File: config.mk
export PLATFORM = sky130hd
export DESIGN_NAME = exe_muldiv_flat
export DESIGN_NICKNAME = d
export VERILOG_FILES = /design/src/rtl/exe_muldiv_pkg.sv /design/src/rtl/exe_muldiv_if.sv /design/src/rtl/exe_div_iter.sv /design/src/rtl/exe_muldiv.sv /design/src/flat_wrapper.sv
export SDC_FILE = /design/constraint.sdc
export NUM_CORES = 2
export LEC_CHECK = 0
export ABC_CLOCK_PERIOD_IN_PS = 8600
export CORE_MARGIN = 1.5
export CORE_UTILIZATION = 55
export DETAILED_ROUTE_END_ITERATION = 12
export DONT_BUFFER_PORTS = 1
export PLACE_DENSITY = 0.85
export SLEW_MARGIN = 20
export SYNTH_ARGS = -nofsm -noshare
export SYNTH_HDL_FRONTEND = slang
export SYNTH_SLANG_ARGS = --single-unit
File: constraint.sdc
create_clock -name clk_i -period 8.6 [get_ports clk_i]
set_input_delay 0.43 -clock clk_i [delete_from_list [all_inputs] [get_ports clk_i]]
set_output_delay 0.43 -clock clk_i [all_outputs]
set_load 0.01 [all_outputs]
File: src/rtl/exe_muldiv_pkg.sv
// Shared types and constants for the RV32M multiply/divide unit.
package exe_muldiv_pkg;

    localparam int unsigned MD_XLEN = 32;
    localparam int unsigned INST_W  = 32;
    localparam int unsigned REG_AW  = 5;

    localparam logic [6:0] INST_TYPE_R_M = 7'b0110011;
    localparam logic [6:0] FUNCT7_M      = 7'b0000001;

    typedef enum logic [2:0] {
        INST_MUL    = 3'd0,
        INST_MULH   = 3'd1,
        INST_MULHSU = 3'd2,
        INST_MULHU  = 3'd3,
        INST_DIV    = 3'd4,
        INST_DIVU   = 3'd5,
        INST_REM    = 3'd6,
        INST_REMU   = 3'd7
    } m_funct3_e;

    typedef enum logic [1:0] {
        ST_IDLE = 2'd0,
        ST_MUL  = 2'd1,
        ST_DIV  = 2'd2,
        ST_DONE = 2'd3
    } muldiv_state_e;

    typedef struct packed {
        logic [6:0] funct7;
        logic [4:0] rs2;
        logic [4:0] rs1;
        logic [2:0] funct3;
        logic [4:0] rd;
        logic [6:0] opcode;
    } r_inst_t;

endpackage

File: src/rtl/exe_muldiv_if.sv
// ID/EXE operand bus, pipeline control and result beat of the muldiv unit.
interface exe_muldiv_if #(
    parameter int unsigned XLEN = exe_muldiv_pkg::MD_XLEN
) ();
    import exe_muldiv_pkg::*;

    logic [INST_W-1:0] inst_i;
    logic [XLEN-1:0]   op1_i;
    logic [XLEN-1:0]   op2_i;
    logic [REG_AW-1:0] reg_waddr_i;
    logic              flush_i;
    logic              hold_i;
    logic              stall_req_o;
    logic              result_valid_o;
    logic [XLEN-1:0]   result_o;
    logic [REG_AW-1:0] reg_waddr_o;
    logic              busy_o;

    modport master (
        output inst_i, op1_i, op2_i, reg_waddr_i, flush_i, hold_i,
        input  stall_req_o, result_valid_o, result_o, reg_waddr_o, busy_o
    );

    modport slave (
        input  inst_i, op1_i, op2_i, reg_waddr_i, flush_i, hold_i,
        output stall_req_o, result_valid_o, result_o, reg_waddr_o, busy_o
    );

endinterface

File: src/rtl/exe_div_iter.sv
// Iterative unsigned restoring divider; DIV_UNROLL quotient bits per cycle.
// The first step is taken in the start cycle, so done_o pulses after
// XLEN/DIV_UNROLL - 1 further cycles.
module exe_div_iter #(
    parameter int unsigned XLEN       = 32,
    parameter int unsigned DIV_UNROLL = 1
) (
    input  logic            clk_i,
    input  logic            rst_i,
    input  logic            start_i,
    input  logic            abort_i,
    input  logic [XLEN-1:0] dividend_i,
    input  logic [XLEN-1:0] divisor_i,
    output logic            done_o,
    output logic [XLEN-1:0] quotient_o,
    output logic [XLEN-1:0] remainder_o
);

    localparam int unsigned STEPS = XLEN / DIV_UNROLL;
    localparam int unsigned CNT_W = $clog2(STEPS + 1);

    logic             busy_q;
    logic             done_q;
    logic [CNT_W-1:0] cnt_q;
    logic [XLEN-1:0]  rem_q;
    logic [XLEN-1:0]  quo_q;
    logic [XLEN-1:0]  dvs_q;

    logic [XLEN-1:0]  src_rem;
    logic [XLEN-1:0]  src_quo;
    logic [XLEN-1:0]  src_dvs;
    logic [XLEN-1:0]  rem_d;
    logic [XLEN-1:0]  quo_d;
    logic [XLEN:0]    trial;

    // DIV_UNROLL shift-subtract steps; a new start seeds from the inputs
    always_comb begin
        src_rem = start_i ? '0         : rem_q;
        src_quo = start_i ? dividend_i : quo_q;
        src_dvs = start_i ? divisor_i  : dvs_q;
        rem_d   = src_rem;
        quo_d   = src_quo;
        trial   = '0;
        for (int unsigned k = 0; k < DIV_UNROLL; k++) begin
            trial = {rem_d, quo_d[XLEN-1]};
            quo_d = {quo_d[XLEN-2:0], 1'b0};
            if (trial >= {1'b0, src_dvs}) begin
                trial    = trial - {1'b0, src_dvs};
                quo_d[0] = 1'b1;
            end
            rem_d = trial[XLEN-1:0];
        end
    end

    // Iteration state; done_q is a one-cycle pulse after the last step
    always_ff @(posedge clk_i or posedge rst_i) begin
        if (rst_i) begin
            busy_q <= 1'b0;
            done_q <= 1'b0;
            cnt_q  <= '0;
            rem_q  <= '0;
            quo_q  <= '0;
            dvs_q  <= '0;
        end else if (abort_i) begin
            busy_q <= 1'b0;
            done_q <= 1'b0;
        end else if (start_i) begin
            rem_q  <= rem_d;
            quo_q  <= quo_d;
            dvs_q  <= divisor_i;
            cnt_q  <= CNT_W'(STEPS - 1);
            busy_q <= 1'b1;
            done_q <= 1'b0;
        end else if (busy_q) begin
            rem_q  <= rem_d;
            quo_q  <= quo_d;
            cnt_q  <= cnt_q - CNT_W'(1);
            busy_q <= (cnt_q != CNT_W'(1));
            done_q <= (cnt_q == CNT_W'(1));
        end else begin
            done_q <= 1'b0;
        end
    end

    assign done_o      = done_q;
    assign quotient_o  = quo_q;
    assign remainder_o = rem_q;

endmodule

File: src/rtl/exe_muldiv.sv
// RV32M multiply/divide unit of the execute stage: stalls the front end
// while an op runs, then presents a single result beat.
module exe_muldiv
    import exe_muldiv_pkg::*;
#(
    parameter int unsigned XLEN       = MD_XLEN,
    parameter int unsigned DIV_UNROLL = 1
) (
    input  logic        clk_i,
    input  logic        rst_i,
    exe_muldiv_if.slave bus
);

    localparam int unsigned   PW      = 2 * XLEN;
    localparam logic [XLEN-1:0] INT_MIN = {1'b1, {(XLEN-1){1'b0}}};

    muldiv_state_e     state_q;
    logic [XLEN-1:0]   op1_q;
    logic [XLEN-1:0]   op2_q;
    logic [2:0]        funct3_q;
    logic [REG_AW-1:0] rd_q;
    logic [XLEN-1:0]   result_q;
    logic [REG_AW-1:0] waddr_q;

    // Issue-time decode
    r_inst_t inst_c;
    logic    unused_inst;
    logic    is_m_c;
    logic    launch_c;
    logic    stall_c;
    assign inst_c      = r_inst_t'(bus.inst_i);
    assign unused_inst = ^{inst_c.rs2, inst_c.rs1, inst_c.rd};
    assign is_m_c      = (inst_c.opcode == INST_TYPE_R_M) && (inst_c.funct7 == FUNCT7_M);
    assign launch_c    = (state_q == ST_IDLE) && is_m_c && !bus.flush_i;
    assign stall_c     = launch_c
                       || (!bus.flush_i && ((state_q == ST_MUL) || (state_q == ST_DIV)));

    // Divide special cases resolve at issue; the rest feed magnitudes to the divider
    logic            div_signed_c;
    logic            div_zero_c;
    logic            div_ovf_c;
    logic            special_c;
    logic [XLEN-1:0] special_res_c;
    logic [XLEN-1:0] abs1_c;
    logic [XLEN-1:0] abs2_c;
    logic            div_start_c;
    assign div_signed_c  = !inst_c.funct3[0];
    assign div_zero_c    = (bus.op2_i == '0);
    assign div_ovf_c     = div_signed_c && (bus.op1_i == INT_MIN) && (bus.op2_i == '1);
    assign special_c     = div_zero_c || div_ovf_c;
    assign special_res_c = inst_c.funct3[1] ? (div_zero_c ? bus.op1_i : '0)
                                            : (div_zero_c ? '1 : INT_MIN);
    assign abs1_c        = (div_signed_c && bus.op1_i[XLEN-1]) ? XLEN'(-bus.op1_i) : bus.op1_i;
    assign abs2_c        = (div_signed_c && bus.op2_i[XLEN-1]) ? XLEN'(-bus.op2_i) : bus.op2_i;
    assign div_start_c   = launch_c && inst_c.funct3[2] && !special_c;

    // Full-width product of the latched operands, sign-extended per funct3
    logic            mul_sa_c;
    logic            mul_sb_c;
    logic [PW-1:0]   mul_a_c;
    logic [PW-1:0]   mul_b_c;
    logic [PW-1:0]   prod_c;
    logic [XLEN-1:0] mul_res_c;
    assign mul_sa_c  = (funct3_q == INST_MULH) || (funct3_q == INST_MULHSU);
    assign mul_sb_c  = (funct3_q == INST_MULH);
    assign mul_a_c   = {{XLEN{mul_sa_c & op1_q[XLEN-1]}}, op1_q};
    assign mul_b_c   = {{XLEN{mul_sb_c & op2_q[XLEN-1]}}, op2_q};
    assign prod_c    = mul_a_c * mul_b_c;
    assign mul_res_c = (funct3_q == INST_MUL) ? prod_c[XLEN-1:0] : prod_c[PW-1:XLEN];

    logic            div_done;
    logic [XLEN-1:0] div_quo;
    logic [XLEN-1:0] div_rem;

    exe_div_iter #(
        .XLEN       (XLEN),
        .DIV_UNROLL (DIV_UNROLL)
    ) u_div (
        .clk_i       (clk_i),
        .rst_i       (rst_i),
        .start_i     (div_start_c),
        .abort_i     (bus.flush_i),
        .dividend_i  (abs1_c),
        .divisor_i   (abs2_c),
        .done_o      (div_done),
        .quotient_o  (div_quo),
        .remainder_o (div_rem)
    );

    // Sign fix-up: quotient takes sign(op1)^sign(op2), remainder takes sign(op1)
    logic            neg_quo_c;
    logic            neg_rem_c;
    logic [XLEN-1:0] div_res_c;
    assign neg_quo_c = !funct3_q[0] && (op1_q[XLEN-1] ^ op2_q[XLEN-1]);
    assign neg_rem_c = !funct3_q[0] && op1_q[XLEN-1];
    assign div_res_c = funct3_q[1] ? (neg_rem_c ? XLEN'(-div_rem) : div_rem)
                                   : (neg_quo_c ? XLEN'(-div_quo) : div_quo);

    // Control FSM; result and rd only update on entry to DONE
    always_ff @(posedge clk_i or posedge rst_i) begin
        if (rst_i) begin
            state_q  <= ST_IDLE;
            op1_q    <= '0;
            op2_q    <= '0;
            funct3_q <= '0;
            rd_q     <= '0;
            result_q <= '0;
            waddr_q  <= '0;
        end else if (bus.flush_i) begin
            state_q <= ST_IDLE;
        end else begin
            case (state_q)
                ST_IDLE: begin
                    if (launch_c) begin
                        op1_q    <= bus.op1_i;
                        op2_q    <= bus.op2_i;
                        funct3_q <= inst_c.funct3;
                        rd_q     <= bus.reg_waddr_i;
                        if (!inst_c.funct3[2]) begin
                            state_q <= ST_MUL;
                        end else if (special_c) begin
                            result_q <= special_res_c;
                            waddr_q  <= bus.reg_waddr_i;
                            state_q  <= ST_DONE;
                        end else begin
                            state_q <= ST_DIV;
                        end
                    end
                end
                ST_MUL: begin
                    result_q <= mul_res_c;
                    waddr_q  <= rd_q;
                    state_q  <= ST_DONE;
                end
                ST_DIV: begin
                    if (div_done) begin
                        result_q <= div_res_c;
                        waddr_q  <= rd_q;
                        state_q  <= ST_DONE;
                    end
                end
                ST_DONE: begin
                    if (!bus.hold_i) begin
                        state_q <= ST_IDLE;
                    end
                end
                default: state_q <= ST_IDLE;
            endcase
        end
    end

    assign bus.stall_req_o    = !rst_i && stall_c;
    assign bus.result_valid_o = (state_q == ST_DONE) && !bus.flush_i;
    assign bus.result_o       = result_q;
    assign bus.reg_waddr_o    = waddr_q;
    assign bus.busy_o         = (state_q != ST_IDLE);

endmodule

File: src/flat_wrapper.sv
// flat-port wrapper written by rule: the top's interface ports become plain ports
module exe_muldiv_flat import exe_muldiv_pkg::*;
#(
    parameter int unsigned XLEN       = MD_XLEN,
    parameter int unsigned DIV_UNROLL = 1
)
  (clk_i, rst_i, bus_inst_i, bus_op1_i, bus_op2_i, bus_reg_waddr_i, bus_flush_i, bus_hold_i, bus_stall_req_o, bus_result_valid_o, bus_result_o, bus_reg_waddr_o, bus_busy_o);
  exe_muldiv_if #(.XLEN(XLEN)) bus_i ();
  input  logic clk_i;
  input  logic rst_i;
  input wire logic [$bits(bus_i.inst_i)-1:0] bus_inst_i;
  input wire logic [$bits(bus_i.op1_i)-1:0] bus_op1_i;
  input wire logic [$bits(bus_i.op2_i)-1:0] bus_op2_i;
  input wire logic [$bits(bus_i.reg_waddr_i)-1:0] bus_reg_waddr_i;
  input wire logic [$bits(bus_i.flush_i)-1:0] bus_flush_i;
  input wire logic [$bits(bus_i.hold_i)-1:0] bus_hold_i;
  output wire logic [$bits(bus_i.stall_req_o)-1:0] bus_stall_req_o;
  output wire logic [$bits(bus_i.result_valid_o)-1:0] bus_result_valid_o;
  output wire logic [$bits(bus_i.result_o)-1:0] bus_result_o;
  output wire logic [$bits(bus_i.reg_waddr_o)-1:0] bus_reg_waddr_o;
  output wire logic [$bits(bus_i.busy_o)-1:0] bus_busy_o;
  assign bus_i.inst_i = bus_inst_i;
  assign bus_i.op1_i = bus_op1_i;
  assign bus_i.op2_i = bus_op2_i;
  assign bus_i.reg_waddr_i = bus_reg_waddr_i;
  assign bus_i.flush_i = bus_flush_i;
  assign bus_i.hold_i = bus_hold_i;
  assign bus_stall_req_o = bus_i.stall_req_o;
  assign bus_result_valid_o = bus_i.result_valid_o;
  assign bus_result_o = bus_i.result_o;
  assign bus_reg_waddr_o = bus_i.reg_waddr_o;
  assign bus_busy_o = bus_i.busy_o;
  exe_muldiv #(.XLEN(XLEN), .DIV_UNROLL(DIV_UNROLL)) u_core (.clk_i(clk_i), .rst_i(rst_i), .bus(bus_i));
endmodule
==> metrics.csv <==
metric,value,unit
status,completed,
combinational family with the most area after synthesis,adder cells,
final worst setup slack,252,ps
"Data arrival, critical path",8770,ps
Compound-Gate Fraction of Synth Area,8.66,%
I/O pin cnt,145,
via/cell ratio,5.89,
Worst path slowest cell,dfrtp_1,
worst-path cell chain,and2_1 -> fa_1 -> inv_1 -> fa_1 -> inv_1 -> fa_1 -> fa_1 -> inv_1 -> fa_1 -> fa_1 -> fa_1 -> inv_1 -> fa_1 -> ha_1 -> a211oi_1 -> o21ai_0 -> a22oi_1 -> a211oi_2 -> o311ai_2 -> a211oi_1 -> or3_1 -> a31oi_1 -> buf_4 -> o21ai_1,
Post-synth EDFFs,0,
"Buf+Inv Stages, Crit Path",5,
Async SR Flop Fraction,100,%
sw frac,34.3,%
number of antenna violations at the first check in global routing,6,
Tot GR Track Use,30.9,%
final layout net count,7311,
Worst Setup End Kind,register,
P_int,2.01,mW
# rows,113,
power share of the combinational group,21.0,%
Worst-path clk slew,70,ps
RSZ-0062 raised after global routing,false,
Worst Hold Class,input pin to register,
Synth cell types,93,
maximum root-to-sink buffer count,3,
TritonCTS clock tree,done,
Leak,26.4,nW
Final period util,97.1,%
Starting Density,55.6,%
Worst setup SP type,register,
worst-margin pin slew,1180,ps
Clock Sinks,215,
peak supply drop,0.162,mV
skew final,10.3,ps
DRC,0,
Die ar.,97900,µm²
placed wire-length estimate,123000,µm
Post-Syn Nets,7445,
Worst path top cell family by delay,adder cells,
first-pass GRT wire length,240000,µm
total grt overflow,0,
NetSw,1.05,mW
worst rel slew slack,20.7,%
Initial DRC Count,3730,
Critical Path RT,9020,ps
layout cells sized above 1,6.10,%
"top cells by area, synth","fa_1 43%, dfrtp_1 10%, inv_1 8.8%",
maxcap violations,0,
vias in the first global route,45227,
sequential cell fraction of total power,40.8,%
CTS HTree Levels,1,
post-placement cell area,54600,µm²
input/output buffers,0,
register area share after synthesis,10.2,%
simple-gate share of the synthesized area,15.9,%
final non-filler cell total,7108,
"slowest stage delay, CP",660,ps
ANT nets after route,0,
core footprint,95000,µm²
Gate Count Post-Synth,5957,
die span in y,313,µm
WS Path Type,register to register,
"area leader, netlist",fa_1,
routed length per instance,20.8,µm
synthesized area per cell,8.86,µm²
placed insts,7054,
Post-Place Setup Slack,-13.6,ps
Fin. Hold Viols,0,
Total Power,3.06,mW
# setup viols final,0,
power density cells,55.1,nW/µm²
f_max,120,MHz
worst skew pair latency,550,ps
"Non-Filler Cell Area, Final",55600,µm²
Seq cells post-synth,215,
first drt pass iteration count,6,
total CTS buffers,25,
post-synthesis mux area share,1.79,%
GP Congestion,1.01,
Clock power frac,38.2,%
Root Driver,clkbuf_16,
largest net degree at the start of global routing,97,
final critical-path required period,8350,ps
Netlist Area Pre-Place,52800,µm²
ys flop type,dfrtp_1,
via count,41869,
Final Max Tran Viols,0,
xor and xnor area share after synthesis,3.48,%
die width,313,µm
worst-path fanout max,19,
YS warnings,0,
post-synth top area share,42.7,%
Synth Area in Adders,48.8,%
Most Frequent Cell on Critical Path,fa_1,
routed wire length,148000,µm
"Area growth, synth to finish",5.34,%
## logic make-up after synthesis
logic type	Yosys count
AOI/OAI and AO/OA	695
muxes	86
and+or+nand+nor	1798
adders and majority gates	1383
DFF	215
buffers and inverters	1570
xor gates and xnor gates	210
## Yosys cell counts (17+ instances only)
library cell  instances
nand3_1              25
inv_1              1237
nor3_1               52
a22oi_1              26
dfrtp_1             215
mux2i_1              20
nor4_1               17
o211ai_1             25
xnor2_1             126
o21a_1               48
clkbuf_1            311
nor2_1              171
o21ai_1              22
a21o_1               52
o21ai_0             142
nand4_1              31
mux2_2               66
a21oi_1             145
nand2_1             989
xor2_1               84
a31oi_1              46
a211oi_1             21
ha_1                257
o22ai_1              19
o31ai_1              31
nand2b_1             26
or3_1                37
and2_1              351
fa_1               1126
## cells in the final DEF, fill, tap and decap left out, drive strengths merged, types with 52 or more instances in the layout
cell type and count:
inv 1235, fa 1126, nand2 989, and2 351, ha 257, dfrtp 215, nor2 172, buf 168
o21ai 164, a21oi 145, xnor2 126, xor2 84, mux2 66, a21o 52, nor3 52
## metrics by stage
step                setup TNS (ps)  util, %  hold slack [ps]
global placement                 0     57.4              438
detailed placement           -13.6     57.4              451
global route                     0     58.5             31.2
floorplan                        0        -              439
CTS                              0     58.4             27.3
finish                           0     58.5             33.2
## power by group through the flow
stage	Combinational, mW	Sequential, mW	Clock [mW]
2_1_floorplan	0.418	1.19	0
3_3_place_gp	0.590	1.25	0
3_5_place_dp	0.611	1.25	0
4_1_cts	0.619	1.23	1.17
5_1_grt	0.680	1.25	1.21
6_report	0.644	1.25	1.17
## cell type report
class                           count  area, µm²
Timing Repair inverter              1       7.51
Antenna cell                        5       12.5
Sequential cell                   215       5400
Timing Repair Buffer              171       1490
Clock inverter                      9        176
Inverter                         1237       4660
Clock buffer                       33        696
Fill cell                        7676      39400
Tap cell                         1265       1580
Multi-Input combinational cell   4172      41600
## registers in the layout, summed over array words and instances (netlist names)
signal                    cells
u_core.state_q                2
u_core.funct3_q               3
u_core.op2_q                 32
u_core.bus.reg_waddr_o        5
u_core.u_div.busy_q           1
u_core.u_div.cnt_q            6
u_core.u_div.dvs_q           32
u_core.u_div.quotient_o      32
u_core.rd_q                   5
u_core.u_div.done_o           1
u_core.bus.result_o          32
u_core.u_div.remainder_o     32
u_core.op1_q                 32
## what timing repair did
action | CTS | global route
hold buffers | 3 | 0
gates resized for setup | 1 | 34
setup endpoints to repair | 1 | 19
pin swaps | 0 | 1
setup buffers | 0 | 3
endpoints found under the hold margin | 97 | 0
cloned | 0 | 1
## layer usage
layer  GRT usage [%]  wire length (µm)  vias to the layer above
li1                -                 -                    17862
met1            38.4             53600                    21154
met2            51.8             71700                     2244
met3            6.04             13900                      603
met4            15.1              8420                        6
met5               0                40                        -
## final timing paths
path                                             from                 endpoint  slack, ps  cells after the start
worst max-delay path                  u_core.op2_q[0]  u_core.bus.result_o[15]        250                     24
worst min-delay path                    bus_op1_i[21]         u_core.op1_q[21]         30                      1
worst max register to register        u_core.op2_q[0]  u_core.bus.result_o[15]        250                     24
worst min register to register  u_core.u_div.dvs_q[0]    u_core.u_div.dvs_q[0]        480                      2
max in group asynchronous                       rst_i          u_core.op2_q[9]       6590                      3
min in group asynchronous                       rst_i           u_core.rd_q[3]        540                      2
(Power assumes the default switching activity.)
